==> src/rtl/isp_pkg.sv <==
// Shared ISP constants: default raster geometry and RGB565 colours.
package isp_pkg;

   localparam int ISP_H_ACT = 640;
   localparam int ISP_V_ACT = 480;

   localparam logic [15:0] RGB565_WHITE = 16'hFFFF;
   localparam logic [15:0] RGB565_BLACK = 16'h0000;
   localparam logic [15:0] RGB565_RED   = 16'hF800;

endpackage

==> src/rtl/isp_frame_xy_cnt.sv <==
// Raster x/y position tracker advanced by pixel valid, with frame_start clear and
// a combinational frame_end flag on the last active pixel.
module isp_frame_xy_cnt #(
   parameter int H_ACT = 640,
   parameter int V_ACT = 480,
   parameter int XW    = $clog2(H_ACT),
   parameter int YW    = $clog2(V_ACT)
) (
   input  logic          sys_clk,
   input  logic          sys_rst_n,
   input  logic          frame_start,
   input  logic          wr_en,
   output logic [XW-1:0] cur_x,
   output logic [YW-1:0] cur_y,
   output logic          frame_end
);

   localparam logic [XW-1:0] X_LAST = XW'(H_ACT - 1);
   localparam logic [YW-1:0] Y_LAST = YW'(V_ACT - 1);

   logic [XW-1:0] x_cnt;
   logic [YW-1:0] y_cnt;

   // frame_start takes effect in the same cycle, so a coincident pixel sits at (0,0)
   assign cur_x     = frame_start ? '0 : x_cnt;
   assign cur_y     = frame_start ? '0 : y_cnt;
   assign frame_end = wr_en && (cur_x == X_LAST) && (cur_y == Y_LAST);

   always_ff @(posedge sys_clk or negedge sys_rst_n) begin
      if (!sys_rst_n) begin
         x_cnt <= '0;
         y_cnt <= '0;
      end else if (wr_en) begin
         if (cur_x == X_LAST) begin
            x_cnt <= '0;
            y_cnt <= (cur_y == Y_LAST) ? '0 : cur_y + YW'(1);
         end else begin
            x_cnt <= cur_x + XW'(1);
            y_cnt <= cur_y;
         end
      end else if (frame_start) begin
         x_cnt <= '0;
         y_cnt <= '0;
      end
   end

endmodule

==> src/rtl/isp_1bit_bbox_detect.sv <==
// Bounding-box detector for the eroded 1-bit stream: per-frame box and pixel count,
// latched at frame end, and an RGB565 re-emit with the previous frame's box outlined.
module isp_1bit_bbox_detect
   import isp_pkg::*;
#(
   parameter int          H_ACT      = ISP_H_ACT,
   parameter int          V_ACT      = ISP_V_ACT,
   parameter int          MIN_PIXELS = 16,
   parameter logic [15:0] BOX_COLOR  = RGB565_RED,
   parameter int          XW         = $clog2(H_ACT),
   parameter int          YW         = $clog2(V_ACT),
   parameter int          CW         = $clog2(H_ACT * V_ACT + 1)
) (
   input  logic          sys_clk,
   input  logic          sys_rst_n,
   input  logic          frame_start,
   input  logic          wr_en,
   input  logic          img_1bit_in,
   output logic          bbox_wr_en,
   output logic [15:0]   bbox_rgb565,
   output logic [XW-1:0] box_x_min,
   output logic [XW-1:0] box_x_max,
   output logic [YW-1:0] box_y_min,
   output logic [YW-1:0] box_y_max,
   output logic [CW-1:0] obj_pixel_cnt,
   output logic          box_found,
   output logic          box_valid
);

   localparam logic [XW-1:0] X_LAST = XW'(H_ACT - 1);
   localparam logic [YW-1:0] Y_LAST = YW'(V_ACT - 1);

   logic [XW-1:0] cur_x;
   logic [YW-1:0] cur_y;
   logic          frame_end;

   isp_frame_xy_cnt #(
      .H_ACT (H_ACT),
      .V_ACT (V_ACT),
      .XW    (XW),
      .YW    (YW)
   ) u_xy_cnt (
      .sys_clk     (sys_clk),
      .sys_rst_n   (sys_rst_n),
      .frame_start (frame_start),
      .wr_en       (wr_en),
      .cur_x       (cur_x),
      .cur_y       (cur_y),
      .frame_end   (frame_end)
   );

   logic [XW-1:0] run_x_min, run_x_max, nxt_x_min, nxt_x_max;
   logic [YW-1:0] run_y_min, run_y_max, nxt_y_min, nxt_y_max;
   logic [CW-1:0] run_cnt, nxt_cnt;

   // Running box including the current pixel; frame_start discards the partial frame first
   always_comb begin
      nxt_x_min = frame_start ? X_LAST : run_x_min;
      nxt_x_max = frame_start ? '0     : run_x_max;
      nxt_y_min = frame_start ? Y_LAST : run_y_min;
      nxt_y_max = frame_start ? '0     : run_y_max;
      nxt_cnt   = frame_start ? '0     : run_cnt;
      if (wr_en && img_1bit_in) begin
         if (cur_x < nxt_x_min) nxt_x_min = cur_x;
         if (cur_x > nxt_x_max) nxt_x_max = cur_x;
         if (cur_y < nxt_y_min) nxt_y_min = cur_y;
         if (cur_y > nxt_y_max) nxt_y_max = cur_y;
         nxt_cnt = nxt_cnt + CW'(1);
      end
   end

   always_ff @(posedge sys_clk or negedge sys_rst_n) begin
      if (!sys_rst_n) begin
         run_x_min     <= X_LAST;
         run_x_max     <= '0;
         run_y_min     <= Y_LAST;
         run_y_max     <= '0;
         run_cnt       <= '0;
         box_x_min     <= '0;
         box_x_max     <= '0;
         box_y_min     <= '0;
         box_y_max     <= '0;
         obj_pixel_cnt <= '0;
         box_found     <= 1'b0;
         box_valid     <= 1'b0;
      end else if (frame_end) begin
         run_x_min     <= X_LAST;
         run_x_max     <= '0;
         run_y_min     <= Y_LAST;
         run_y_max     <= '0;
         run_cnt       <= '0;
         box_x_min     <= nxt_x_min;
         box_x_max     <= nxt_x_max;
         box_y_min     <= nxt_y_min;
         box_y_max     <= nxt_y_max;
         obj_pixel_cnt <= nxt_cnt;
         box_found     <= (nxt_cnt >= CW'(MIN_PIXELS));
         box_valid     <= 1'b1;
      end else begin
         run_x_min     <= nxt_x_min;
         run_x_max     <= nxt_x_max;
         run_y_min     <= nxt_y_min;
         run_y_max     <= nxt_y_max;
         run_cnt       <= nxt_cnt;
         box_valid     <= 1'b0;
      end
   end

   logic on_col, on_row, edge_hit;

   // Outline uses the box latched before this edge, i.e. the previous frame's result
   always_comb begin
      on_col   = ((cur_x == box_x_min) || (cur_x == box_x_max)) &&
                 (cur_y >= box_y_min) && (cur_y <= box_y_max);
      on_row   = ((cur_y == box_y_min) || (cur_y == box_y_max)) &&
                 (cur_x >= box_x_min) && (cur_x <= box_x_max);
      edge_hit = box_found && (on_col || on_row);
   end

   always_ff @(posedge sys_clk or negedge sys_rst_n) begin
      if (!sys_rst_n) begin
         bbox_wr_en  <= 1'b0;
         bbox_rgb565 <= RGB565_BLACK;
      end else begin
         bbox_wr_en  <= wr_en;
         if (!wr_en)
            bbox_rgb565 <= RGB565_BLACK;
         else if (edge_hit)
            bbox_rgb565 <= BOX_COLOR;
         else
            bbox_rgb565 <= img_1bit_in ? RGB565_WHITE : RGB565_BLACK;
      end
   end

endmodule
==> config.mk <==
export PLATFORM = sky130hd
export DESIGN_NAME = isp_1bit_bbox_detect
export DESIGN_NICKNAME = d
export VERILOG_FILES = /design/src/rtl/isp_pkg.sv /design/src/rtl/isp_frame_xy_cnt.sv /design/src/rtl/isp_1bit_bbox_detect.sv
export SDC_FILE = /design/constraint.sdc
export NUM_CORES = 1
export LEC_CHECK = 0
export BUFFER_PORTS_ARGS = -buffer_cell sky130_fd_sc_hd__buf_2
export CAP_MARGIN = 40
export CORE_AREA = 2 2 160 162
export CTS_BUF_LIST = sky130_fd_sc_hd__clkbuf_4 sky130_fd_sc_hd__clkbuf_8
export DETAILED_ROUTE_END_ITERATION = 7
export DIE_AREA = 0 0 162 164
export GPL_ROUTABILITY_DRIVEN = 1
export HOLD_SLACK_MARGIN = 0.08
export SLEW_MARGIN = 20
export SYNTH_ARGS = -nofsm -noshare
export SYNTH_HDL_FRONTEND = slang
export SYNTH_HIERARCHICAL = 1
export SYNTH_SLANG_ARGS = --single-unit
export TNS_END_PERCENT = 20
==> constraint.sdc <==
create_clock -name sys_clk -period 3.8 [get_ports sys_clk]
set_clock_uncertainty 0.15 [all_clocks]
set_input_delay 0.19 -clock sys_clk [delete_from_list [all_inputs] [get_ports sys_clk]]
set_output_delay 0.19 -clock sys_clk [all_outputs]
set_load 0.02 [all_outputs]
==> results.txt <==
The flow ran to the end, and the final reports show no timing, DRC or antenna violations. The power per cell area is 299 nW/um^2. The internal portion of the total power is 2.12 mW. From bottom edge to top edge, the die measures 164 um.

The final hold violation count is 0. The post-synthesis cell area is 8520 um^2. The number of non-filler instances in the completed layout came out at 1,287.

Yosys mapped a number of flops with a built-in enable equal to 0. The number of global-route vias before repair came to 6,420. The largest net degree at the start of global routing came out at 100. Of the total synthesized cell area, the portion taken by AND, OR, NAND and NOR gates is 19.2%. Post-CTS timing repair inserted 0 buffers for setup. The final routed wire length divided by cell count came out at 16.1 um. The number of iterations in the first detailed-routing pass came out at 6.

The share of synthesized area spent on multiplexers is 5.53%. Counting flops with an async set or reset pin after synthesis yields a share of 100%. The share of layout cells above drive strength 1 is 23.0%. Summing the areas of all fa, ha and maj instances in the mapped netlist gives 11.3% of the synthesized area.

The post-detailed-placement half-perimeter wirelength came out at 15,000 um. The cell count after synthesis is 870. For this run, the leading register cell type out of synthesis is sky130_fd_sc_hd__dfrtp_1. The placement row count is 58. The total via count after detailed routing is 6,546.

The area share of the largest cell type after synthesis came out at 35.8%. The initial core utilization is 34.3%. The global routing usage on met2 is 26.2%. The total number of clock tree sinks came out at 138. The final setup violation count is 0.

The residual overflow from global routing is 0. Pin placement for this block handled 81 I/O pins. The minimum clock period is 3.13 ns. The initial antenna violation count was 0.

TritonCTS built the clock tree. The slew at the pin closest to its max-slew limit is 0.804 ns. The net count of the mapped netlist came out at 952.

For this run, global-route usage on met3 was measured as 3.59%. Buffers inserted during clock tree synthesis total 17. The worst setup path is launched from a flop. The number of nets with antenna violations after routing came out at 0. The die covers 26,600 um^2. The level count of the clock H-tree is 4. The sequential fraction of design power came out at 52.2%. The number of remaining DRC errors came out at 0.

The number of max-capacitance violations reported came out at 0. The maximum VDD drop came out at 0.000166 V. Ranked by total cell area, the synthesized netlist is headed by sky130_fd_sc_hd__dfrtp_1 36%, sky130_fd_sc_hd__ha_1 11%, sky130_fd_sc_hd__dfstp_2 4.9%. The congestion estimate from routability-driven global placement came to 0.884. In this run, distinct cell masters in the synthesized netlist total 73.

At the end of the flow, the number of nets in the layout was 1,027. Along the worst path, the maximum fanout reaches 99. Summing the sequential cell areas from Yosys gives 40.7% of the chip area. Clock-pin slew was measured on the worst setup and hold paths at 0.08 ns.

The synthesized-area fraction occupied by ao, oa, aoi and oai cells is 13.9%. The total global routing track utilization came out at 16.3%. The class of the most critical hold timing path is primary input to asynchronous set/reset pin. The met1 track demand over resource in global routing is 22.5%.

The layer flagged by global routing as most heavily used is met2. The worst reg-to-reg setup slack came out at 0.67 ns. The cell type with the largest total area after synthesis is sky130_fd_sc_hd__dfrtp_1. The number of placed instances, taps included came out at 1,252. The category of the critical setup timing path is flop to flop. The data required time of the critical path is 4.00 ns. Each instance of the synthesized netlist takes up on average 9.80 um^2.

The number of register bits inferred by synthesis came out at 138. The worst-case setup margin in the final layout came out at 0.669 ns. For this design the static power due to leakage is 4.77 nW. The overall die width came out at 162 um. The count of buffers added on input and output ports is 80. The combinational family with the most area after synthesis is simple AND/OR/NAND/NOR gates. Yosys printed 6 warnings. The clock reaches the later pin of the worst-skew pair after 0.46 ns.

Summed over all nets, the switching power comes to 0.785 mW. The largest buffer count on any clock path is 2. The clock group share of total power came out at 40.1%. The relative max-transition margin came out at 45.8%.

The core region is 24,800 um^2. Setup repair after global routing left no endpoint under its margin. The detailed router's first-iteration violation count is 371. The part of the total power dissipated in combinational logic is 7.7%. Summing the areas of all xor and xnor instances in the mapped netlist gives 2.76% of the synthesized area. At the placement stage, the worst setup path has a slack of 0.469 ns. The total negative slack came out at 0 ns. The aggregate routed wire length is 20,700 um. The fraction of power spent switching nets came out at 27.0%.

The global-route wire length before repair is 34,200 um. Static timing analysis puts the maximum clock frequency at 319 MHz. The count of pins over their slew limit came out at 0. The count of inserted antenna diode cells came out at 0. The arrival time at the worst endpoint came out at 3.33 ns.

The worst setup path is captured at a flop. After detailed routing, the number of vias per cell comes to 5.09. Clock tree synthesis selected as its root buffer the cell sky130_fd_sc_hd__clkbuf_8.

The ratio of final minimum period to clock period came out at 82.4%. Compared with the post-synthesis result, the final layout area differs by 14.3%.
## sequential cells by signal, indices dropped and copies added (netlist names), 10 cells and up
register / cells
obj_pixel_cnt: 19
run_cnt: 19
box_x_max: 10
box_x_min: 10
run_x_max: 10
run_x_min: 10
u_xy_cnt/x_cnt: 10
## kinds of logic (layout without fill, tap and decap cells)
group / after synthesis / count (layout)
AOI/OAI and AO/OA: 168 / 168
xor gates and xnor gates: 26 / 26
adders and majority gates: 77 / 77
buffers and inverters: 127 / 214
DFF: 138 / 138
muxes: 44 / 44
and+or+nand+nor: 290 / 290
## synth_stat cells (3+ instances only)
library cell and number:
sky130_fd_sc_hd__buf_4 15, sky130_fd_sc_hd__and2b_1 4, sky130_fd_sc_hd__dfstp_2 16, sky130_fd_sc_hd__nor2_1 74
sky130_fd_sc_hd__a31oi_1 10, sky130_fd_sc_hd__nor2b_1 40, sky130_fd_sc_hd__mux2_2 25, sky130_fd_sc_hd__dfrtp_1 122
sky130_fd_sc_hd__inv_1 75, sky130_fd_sc_hd__or2_2 15, sky130_fd_sc_hd__o32ai_1 13, sky130_fd_sc_hd__buf_2 4
sky130_fd_sc_hd__nand4_1 21, sky130_fd_sc_hd__and4_1 4, sky130_fd_sc_hd__o31a_1 4, sky130_fd_sc_hd__a22o_1 10
sky130_fd_sc_hd__mux2i_1 19, sky130_fd_sc_hd__nor4_1 5, sky130_fd_sc_hd__xnor2_1 18, sky130_fd_sc_hd__nand3b_1 3
sky130_fd_sc_hd__a21oi_1 40, sky130_fd_sc_hd__nand2b_1 19, sky130_fd_sc_hd__a21o_1 19, sky130_fd_sc_hd__ha_1 77
sky130_fd_sc_hd__buf_6 3, sky130_fd_sc_hd__or3_1 3, sky130_fd_sc_hd__nand2_1 35, sky130_fd_sc_hd__a31o_2 9
sky130_fd_sc_hd__o21ai_1 3, sky130_fd_sc_hd__nand3_1 20, sky130_fd_sc_hd__o21ai_0 24, sky130_fd_sc_hd__or2_1 3
sky130_fd_sc_hd__a211oi_1 3, sky130_fd_sc_hd__o21a_1 9, sky130_fd_sc_hd__a211o_1 3, sky130_fd_sc_hd__a221oi_1 5
sky130_fd_sc_hd__clkbuf_1 29, sky130_fd_sc_hd__nor3_1 21, sky130_fd_sc_hd__xor2_1 7
## power groups by stage
stage                     combinational, mW  clock, mW  sequential (mW)
final                                 0.225       1.17             1.52
after global routing                  0.254       1.26             1.52
after CTS                             0.229       1.20             1.52
after detailed placement              0.223          0             1.55
after global placement                0.216          0             1.55
after floorplan                       0.143          0             1.55
## stage by stage
| step | utilization [%] | hold WS [ns] | instance area [um^2] | power (mW) |
|---|---|---|---|---|
| 3_3_place_gp | 37.4 | 0.202 | 9290 | 1.76 |
| 3_5_place_dp | 37.6 | -0.0193 | 9320 | 1.77 |
| 5_1_grt | 39.2 | 0.157 | 9740 | 3.04 |
| 4_1_cts | 39.2 | 0.139 | 9740 | 2.94 |
| 6_report | 39.2 | 0.157 | 9740 | 2.91 |
| 2_1_floorplan | - | -0.256 | 8520 | 1.69 |
## area by class of cell
class | count | area [um^2]
Fill cell | 2494 | 15100
Tap cell | 330 | 413
Timing Repair Buffer | 108 | 704
Inverter | 75 | 282
Clock buffer | 18 | 248
Multi-Input combinational cell | 605 | 4500
Clock inverter | 13 | 123
Sequential cell | 138 | 3470
## routing by layer
metal  part of all wire, %  wire (um)
met2                    47       9650
met5                     0          0
met1                    48      10000
met4                   1.2        252
met3                   4.0        826
## what timing repair did
action,4_1_cts,5_1_grt
resized for setup,0,0
setup endpoints to repair,0,0
hold buffers,4,0
endpoints found under the hold margin,94,0
## final timing paths
kind	start	endpoint	depth (start not counted)
max	u_xy_cnt/x_cnt[1]$_DFF_PN0_	obj_pixel_cnt[12]$_DFFE_PN0P_	8
min	sys_rst_n	run_x_min[9]$_DFF_PN1_	2
max reg2reg	u_xy_cnt/x_cnt[1]$_DFF_PN0_	obj_pixel_cnt[12]$_DFFE_PN0P_	8
min reg2reg	u_xy_cnt/y_cnt[7]$_DFF_PN0_	u_xy_cnt/y_cnt[7]$_DFF_PN0_	1
max in group asynchronous	sys_rst_n	run_y_min[0]$_DFF_PN1_	4
min in group sys_clk	frame_start	u_xy_cnt/y_cnt[3]$_DFF_PN0_	3
## worst max-delay path, stage by stage, from the launching register on
cell and delay [ns]:
sky130_fd_sc_hd__dfrtp_1 0.35, sky130_fd_sc_hd__nor2b_1 0.19, sky130_fd_sc_hd__ha_1 0.25, sky130_fd_sc_hd__nand3_2 0.17, sky130_fd_sc_hd__or4b_4 0.62, sky130_fd_sc_hd__nor2_4 0.19
sky130_fd_sc_hd__buf_12 0.27, sky130_fd_sc_hd__buf_12 0.34, sky130_fd_sc_hd__mux2_2 0.38
## cell usage in the layout (no fill, tap or decap), drive strengths merged, types with 4 or more instances in the layout
cell      instances
mux2i            19
a21o             19
clkbuf           18
buf             105
clkinvlp          4
mux2             25
and4              4
inv              77
a221oi            5
and2b             4
nand2b           19
o31a              4
a31o             11
dfstp            16
nand2            35
xnor2            18
ha               77
nand3            21
nor3             21
dfrtp           122
o21a              9
or2              18
xor2              8
nor2b            41
clkinv            6
nand4            22
a22o             10
o21ai            27
o32ai            13
nor2             76
a31oi            10
nor4              6
a21oi            40
No activity file was read; power rests on OpenSTA's default activity.
